==> src/rtl/player_hit_tracker.sv <==
// Player hit tracker: bullet/player box overlap, health, post-hit immunity and death.
// Optional HIT_FLASH_EN makes the sprite blink while the player is invulnerable.
module player_hit_tracker #(
    parameter int unsigned MAX_HEALTH    = 3,
    parameter int unsigned DAMAGE        = 1,
    parameter int unsigned INVULN_FRAMES = 60
) (
    input  logic       frame_clk,
    input  logic       Reset,
    input  logic [9:0] BulletX,
    input  logic [9:0] BulletY,
    input  logic [9:0] BulletS,
    input  logic       bullet_on,
    input  logic [9:0] PlayerX,
    input  logic [9:0] PlayerY,
    input  logic [9:0] PlayerS,
    output logic       bullet_hit,
    output logic [3:0] health,
    output logic       invuln,
    output logic       player_dead,
    output logic       player_visible
);

    typedef enum logic [1:0] {
        ST_ALIVE  = 2'd0,
        ST_INVULN = 2'd1,
        ST_DEAD   = 2'd2
    } state_e;

    localparam logic [3:0] HEALTH_INIT = 4'(MAX_HEALTH);
    localparam logic [3:0] DMG         = 4'(DAMAGE);
    localparam logic [7:0] CNT_LOAD    = 8'(INVULN_FRAMES - 1);

    state_e     state_q, state_d;
    logic [3:0] health_q, health_d;
    logic [7:0] cnt_q, cnt_d;
    logic       hit_q, hit_d;
    logic       invuln_q, invuln_d;
    logic       dead_q, dead_d;
    logic       visible_q, visible_d;

    // Distances and size sum are 11 bits wide so no combination of inputs can wrap.
    logic [10:0] dx, dy, size_sum;
    logic        overlap, hit_accept;

    assign dx       = (BulletX >= PlayerX) ? ({1'b0, BulletX} - {1'b0, PlayerX})
                                           : ({1'b0, PlayerX} - {1'b0, BulletX});
    assign dy       = (BulletY >= PlayerY) ? ({1'b0, BulletY} - {1'b0, PlayerY})
                                           : ({1'b0, PlayerY} - {1'b0, BulletY});
    assign size_sum = {1'b0, BulletS} + {1'b0, PlayerS};
    assign overlap  = (dx <= size_sum) && (dy <= size_sum);

    assign hit_accept = (state_q == ST_ALIVE) && bullet_on && overlap;

    // State register
    always_ff @(posedge frame_clk) begin
        // NOTE: non-blocking assignments keep every register sampling pre-edge values.
        if (Reset) begin
            state_q   <= ST_ALIVE;
            health_q  <= HEALTH_INIT;
            cnt_q     <= '0;
            hit_q     <= 1'b0;
            invuln_q  <= 1'b0;
            dead_q    <= 1'b0;
            visible_q <= 1'b1;
        end else begin
            state_q   <= state_d;
            health_q  <= health_d;
            cnt_q     <= cnt_d;
            hit_q     <= hit_d;
            invuln_q  <= invuln_d;
            dead_q    <= dead_d;
            visible_q <= visible_d;
        end
    end

    // Next-state logic
    always_comb begin
        // NOTE: defaults first so every path assigns every variable (no latches).
        state_d  = state_q;
        health_d = health_q;
        cnt_d    = cnt_q;
        hit_d    = 1'b0;
        case (state_q)
            ST_ALIVE: begin
                if (hit_accept) begin
                    hit_d    = 1'b1;
                    health_d = (health_q > DMG) ? (health_q - DMG) : 4'd0;
                    if (health_q <= DMG) begin
                        state_d = ST_DEAD;
                    end else begin
                        state_d = ST_INVULN;
                        cnt_d   = CNT_LOAD;
                    end
                end
            end
            ST_INVULN: begin
                if (cnt_q == 8'd0) begin
                    state_d = ST_ALIVE;
                end else begin
                    cnt_d = cnt_q - 8'd1;
                end
            end
            ST_DEAD: begin
                health_d = 4'd0;
            end
            default: begin
                state_d = ST_ALIVE;
            end
        endcase
    end

    // Output logic, decoded from the next state so the outputs land in registers.
    always_comb begin
        invuln_d  = (state_d == ST_INVULN);
        dead_d    = (state_d == ST_DEAD);
        visible_d = 1'b1;
        case (state_d)
`ifdef HIT_FLASH_EN
            ST_INVULN: visible_d = ~cnt_d[3];
`else
            ST_INVULN: visible_d = 1'b1;
`endif
            ST_DEAD:   visible_d = 1'b0;
            default:   visible_d = 1'b1;
        endcase
    end

    assign bullet_hit     = hit_q;
    assign health         = health_q;
    assign invuln         = invuln_q;
    assign player_dead    = dead_q;
    assign player_visible = visible_q;

endmodule

==> config.mk <==
export PLATFORM = sky130hd
export DESIGN_NAME = player_hit_tracker
export DESIGN_NICKNAME = d
export VERILOG_FILES = /design/src/rtl/player_hit_tracker.sv
export SDC_FILE = /design/constraint.sdc
export NUM_CORES = 1
export LEC_CHECK = 0
export BUFFER_PORTS_ARGS = -buffer_cell sky130_fd_sc_hd__clkbuf_2
export CAP_MARGIN = 20
export CORE_MARGIN = 2
export CORE_UTILIZATION = 45
export CTS_BUF_LIST = sky130_fd_sc_hd__clkbuf_8
export DETAILED_ROUTE_END_ITERATION = 10
export PLACE_DENSITY = 0.71
export SETUP_SLACK_MARGIN = 0.2
export SKIP_CTS_REPAIR_TIMING = 1
export SYNTH_ARGS = -nofsm -noshare
export SYNTH_HDL_FRONTEND = slang
export SYNTH_SLANG_ARGS = --single-unit
==> constraint.sdc <==
create_clock -name frame_clk -period 3.87 [get_ports frame_clk]
set_input_delay 0 -clock frame_clk [delete_from_list [all_inputs] [get_ports frame_clk]]
set_output_delay 0 -clock frame_clk [all_outputs]
set_load 0.02 [all_outputs]
# Yosys cells after proc, flatten, opt, wreduce, memory -nomap -nowiden
# Cells that the tools add are included.
# op_classes
addsub,7
magnitude_cmp,6
n_eq_ne,7
mux,15
bitwise,1
n_reduce_logical,10
# op_table
operator,n
10-bit by 10-bit subtractor with 11-bit output,4
8-bit two-way mux,3
11-bit <= comparator,2
11-bit two-way mux,2
10-bit greater-or-equal comparator,2
8-bit one-hot mux with 2 select lines,1
10-bit by 10-bit adder with 11-bit output,1
8-bit logical NOT,1
4-bit two-way mux,2
4-bit one-hot mux with 2 select lines,1
8-bit by 1-bit subtractor with 8-bit output (second input constant),1
2-bit two-way mux,3
2-bit inequality test (second input constant),3
2-bit one-hot mux with 3 select lines,1
2-bit by 1-bit == test with 1-bit output (second input constant),2
2-bit == test (second input constant),2
4-bit by 1-bit > comparator with 1-bit output (second input constant),1
4-bit by 1-bit <= comparator with 1-bit output (second input constant),1
4-bit AND reduction,1
2-bit nonzero test,2
4-bit by 1-bit subtractor with 4-bit output (second input constant),1
1-bit logical AND,3
2-bit logical NOT,1
1-bit two-way mux,2
3 further kinds,3
# totals
ff_bits,18
input_bits,63
output_inout_bits,8
wordCells,53

# Logic depth before layout (Yosys ltp)
# depth
depth_word,9
ltp_mapped,21
mapped_depth_nobuf,20

# Worst setup path before layout
# OpenSTA, ideal clock, no wires.
# synth_path
kind,in2reg
start,in BulletX[3]
end,reg cnt_q[4]
setup_ns,0.091
arrival_ns,3.602
t_required_ns,3.779
path_slack_ns,0.177
cell_stages,18
path_buffers,1
path_cell_list,inv_1 > ha_1 > buf_2 > a21o_1 > a211oi_2 > o21ai_2 > o31ai_4 > mux2_1 > a211oi_2 > xnor2_1 > ha_1 > a21o_1 > a21o_1 > nor4_1 > o21bai_1 > a21oi_4 > a21oi_1 > a311oi_1
# synth_between
elab_chain_cells,7
word_cells_on_any_way,9
cone_classes,2 x add/sub; 2 x order compare; 1 x eq/ne; 1 x mux; 3 x reduce/logical
# synth_lines
item,line_no,rtl
start: declaration,10,"input logic [9:0] BulletX,"
"10-bit by 10-bit subtractor with 11-bit output, or another cell as far along",47,": ({1'b0, PlayerX} - {1'b0, BulletX});"
11-bit two-way mux *,46,"assign dx = (BulletX >= PlayerX) ? ({1'b0, BulletX} - {1'b0, PlayerX})"
11-bit <= comparator *,51,assign overlap = (dx <= size_sum) && (dy <= size_sum);
1-bit logical AND *,51,
1-bit logical AND *,53,assign hit_accept = (state_q == ST_ALIVE) && bullet_on && overlap;
2-bit inequality test (no source line) *,n/a,
4-bit AND reduction (no source line) *,n/a,
end signal: assignment,69,cnt_q <= cnt_d;
end: declaration,36,"logic [7:0] cnt_q, cnt_d;"
# Mark *: on every way between the ends. The rest lies on a longest branch, timed or not.
# A chain may end at the register's enable or synchronous reset.

# Worst setup path after layout
# layout_path
start,in PlayerY[2]
end,reg cnt_q[1]
# layout_between
elab_chain_cells,7
word_cells_on_any_way,9
cone_classes,2 x add/sub; 2 x order compare; 1 x eq/ne; 1 x mux; 3 x reduce/logical
# layout_lines
item,line_no,rtl
start: declaration,15,"input logic [9:0] PlayerY,"
"10-bit by 10-bit subtractor with 11-bit output, or another cell as far along",49,": ({1'b0, PlayerY} - {1'b0, BulletY});"
11-bit two-way mux *,48,"assign dy = (BulletY >= PlayerY) ? ({1'b0, BulletY} - {1'b0, PlayerY})"
11-bit <= comparator *,51,
1-bit logical AND *,51,
1-bit logical AND *,53,
2-bit inequality test (no source line) *,n/a,
4-bit AND reduction (no source line) *,n/a,
# Marks and branches as above.

==> summary.txt <==
Run status
  • Status: complete, no violations

Routing
  • Avg WL per Cell: approximately 14 µm
  • First-pass iteration count of the detailed router: 4
  • Total wire length: 9012 µm
  • Vias: 3569
  • Initial DRC Count: roughly 150
  • Routed vias/inst: 5.408
  • DRC viols: 0
  • Post-route ant nets: 0

Power and ir drop
  • Peak VDD IR: between 0.15 and 0.2 mV
  • Overall power: between 0.0015 and 0.002 W
  • P_leak: 2.347 nW
  • PwrDens: 391.3 nW/µm²

GRT
  • Total track usage: between 10% and 20%
  • Gr ovfl total: 0
  • Largest net degree at the start of global routing: 17
  • Initial antenna violation count: 0
  • Vias in the first global route: ~3300
  • First-pass GRT wire length: between 10000 and 15000 µm

Floorplanning
  • I/O pins: 71
  • # rows: 32
  • Chip Width: just over 90 µm
  • Initial core utilization: a little under half
  • Area of the die: 8757 µm²
  • DIE HEIGHT: 93.58 µm
  • Core footprint: between 7000 and 8000 µm²

Clock tree
  • Number of H-tree levels: 1
  • CTS tree: yes
  • TritonCTS buffer count: 3
  • Max Buffers Root-to-Sink: 2
  • Skew-Pair Late Insertion Delay: 0.25 ns
  • Clk slew on worst S/H paths: around 0.07 ns
  • CTS Sinks: 18
  • Root Buffer: clkbuf_8

Worst setup path
  • Crit end category: flop
  • Cell Chain, Critical Path: clkbuf_2 > inv_2 > ha_4 > o21ai_2 > a21oi_2 > o41ai_2 > a21oi_2 > a21oi_4 > mux2i_4 > o31ai_4 > a311oi_2 > ha_1 > a21oi_2 > o211ai_1 > nor2_1 > a31oi_1 > o21bai_4 > a21oi_4 > nor2_1 > a311oi_1
  • Critical Path AT: approximately 3.7 ns
  • Top Family by Delay on Critical Path: compound AO/OA/AOI/OAI gates
  • Worst path slowest cell: o41ai_2
  • R2R Setup Slk: 1.82 ns
  • CP dominant cell by count: a21oi_2
  • Max incr delay on CP: about 0.45 ns
  • Critical path launch point type: input pin
  • Worst Path Buf+Inv: 2
  • Req. time, crit path: about 4 ns
  • Maximum fanout along the worst path: 7
  • Critical path class: in2reg

Timing
  • Fmax: ~280 MHz
  • RSZ-0062 raised after global routing: false
  • Setup-failing EPs final: 0
  • Fin crit share: approximately 92%
  • Final Max Slew Viols: 0
  • Relative slew margins: between 60% and 70%
  • Final setup margin: around 0.31 ns
  • Final hold vios: 0
  • Fin crit period: ~3.6 ns
  • Clock Skew: 0.002905 ns
  • Least-Margin Pin Slew: roughly 0.53 ns

Finish
  • Share of layout cells above drive strength 1: around 30%
  • # diodes: 0
  • Final Non-Filler Cells: 660
  • # fillers: 716
  • Layout Nets: ~700
  • P&R area growth vs syn: 29.56%

Synthesis
  • Register bit total from synthesis: 18
  • Commonest register cell after synthesis: dfxtp_1
  • Number of library cell types mapped by synthesis: 64
  • Sequential share of the synthesized area: roughly a tenth
  • Syn_area_per_cell: about 7.8 µm²
  • Cell area after synthesis: 3611 µm²
  • Post-Synthesis Cells: about 460
  • EDFF count, synth: 0
  • Post-synth ARST share: 0%
  • Syn Nets: a little over 600
  • Yosys warning total: 0

Placement
  • GP Congestion: slightly above 0.9
  • Dpl ws: -0.05986 ns
  • DP HPWL: 7245 µm
  • Placed cells: 646
  • Port Buffer Count: 70

Min path
  • Worst min path class: in2reg

Run
  • MaxCap Viol Count: 0
[path summary, 6_finish.rpt]
path,end,depth (start not counted),from
max reg2reg,cnt_q[1],8,state_q[0]
max,cnt_q[1],20,PlayerY[2]
min,cnt_q[0],2,Reset
min reg2reg,health[1],2,health[1]
[stage by stage]
step | utilization [%] | setup TNS, ns | hold WS, ns | area, µm²
detailed placement | 53.95 | -0.2543 | 0.4178 | 4190
CTS | 54.66 | 0 | 0.1436 | 4245
global placement | 53.95 | 0 | 0.4080 | 4190
floorplan | - | 0 | 0.3299 | 3621
finish | 60.23 | 0 | 0.1559 | 4678
global route | 60.23 | 0 | 0.1679 | 4678
[cell usage in the layout (no fill, tap or decap), types with 5 or more instances in the layout]
cell type / count
and3_1: 6
nand2b_1: 7
nor3_1: 14
ha_4: 10
ha_1: 65
a21oi_1: 36
o21ai_1: 6
xor2_1: 10
mux2i_1: 7
a311oi_1: 5
nand3_1: 6
nor2_1: 21
clkbuf_2: 64
o21ai_0: 12
a21o_1: 24
xnor2_1: 16
nor2b_1: 6
inv_1: 55
buf_4: 32
a21oi_2: 9
nand2_1: 23
inv_2: 7
dfxtp_1: 18
[power by group]
group | leakage [nW] | internal, W | switching, W
clock network | 0.0288 | 0.0000904 | 0.0000615
logic | 2.17 | 0.000617 | 0.000739
registers | 0.148 | 0.000254 | 0.0000682
[synthesized netlist by cell type (3+ instances only)]
master | count | area, µm²
nor2_1 | 23 | 86.33
nand3_1 | 7 | 35.03
a21oi_1 | 44 | 220.2
a311oi_1 | 7 | 61.31
ha_1 | 76 | 950.9
a21o_1 | 24 | 180.2
nand4_1 | 3 | 18.77
o21ai_1 | 7 | 35.03
fa_1 | 5 | 100.1
o21ai_0 | 13 | 65.06
o21bai_1 | 4 | 30.03
nand2b_1 | 9 | 56.30
inv_1 | 63 | 236.5
buf_2 | 5 | 25.02
dfxtp_1 | 18 | 360.4
nand2_1 | 24 | 90.09
xnor2_1 | 16 | 140.1
mux2i_1 | 10 | 100.1
a31oi_1 | 4 | 25.02
nor3_1 | 15 | 75.07
a211oi_1 | 7 | 52.55
or3_1 | 4 | 25.02
and2_1 | 4 | 25.02
nor2b_1 | 6 | 37.54
and3_1 | 6 | 37.54
xor2_1 | 10 | 87.58
[final cells by class]
cell class | instances | area [µm²] | area share [%]
timing repair buffer | 101 | 610.6 | 13.05
clock buffer | 4 | 55.05 | 1.177
tap | 102 | 127.6 | 2.728
inverter | 64 | 245.2 | 5.242
multi-input combinational | 371 | 3279 | 70.10
sequential | 18 | 360.3 | 7.703
[state kept, by name (all words and copies together) (netlist names)]
register,count
invuln,1
health,4
bullet_hit,1
cnt_q,8
player_visible,1
state_q,2
player_dead,1
[cells by family (layout without fill, tap and decap cells)]
kind of cell	count (synthesis)	count (layout)	synth area share [%]
adders and majority gates	81	81	29.11
buffers and inverters	75	169	8.489
muxes	13	13	3.708
AOI/OAI and AO/OA	142	142	27.41
and+or+nand+nor	109	109	15.00
xor gates and xnor gates	26	26	6.306
DFF	18	18	9.979
[worst reg2reg max path, delay by kind of cell (launching register included)]
kind / cells / cell delay (ns)
DFF: 1 / 0.38
AOI/OAI and AO/OA: 5 / 1.01
and+or+nand+nor: 3 / 0.59
[metal layers]
layer | share of wire (%) | track usage, % | up-vias
met2 | 49 | 34.23 | 69
li1 | - | - | 1841
met5 | 0 | 0 | -
met3 | 3.3 | 1.853 | 12
met4 | 1.5 | 3.744 | 0
met1 | 46 | 26.34 | 1647
No activity file was read; power rests on OpenSTA's default activity.
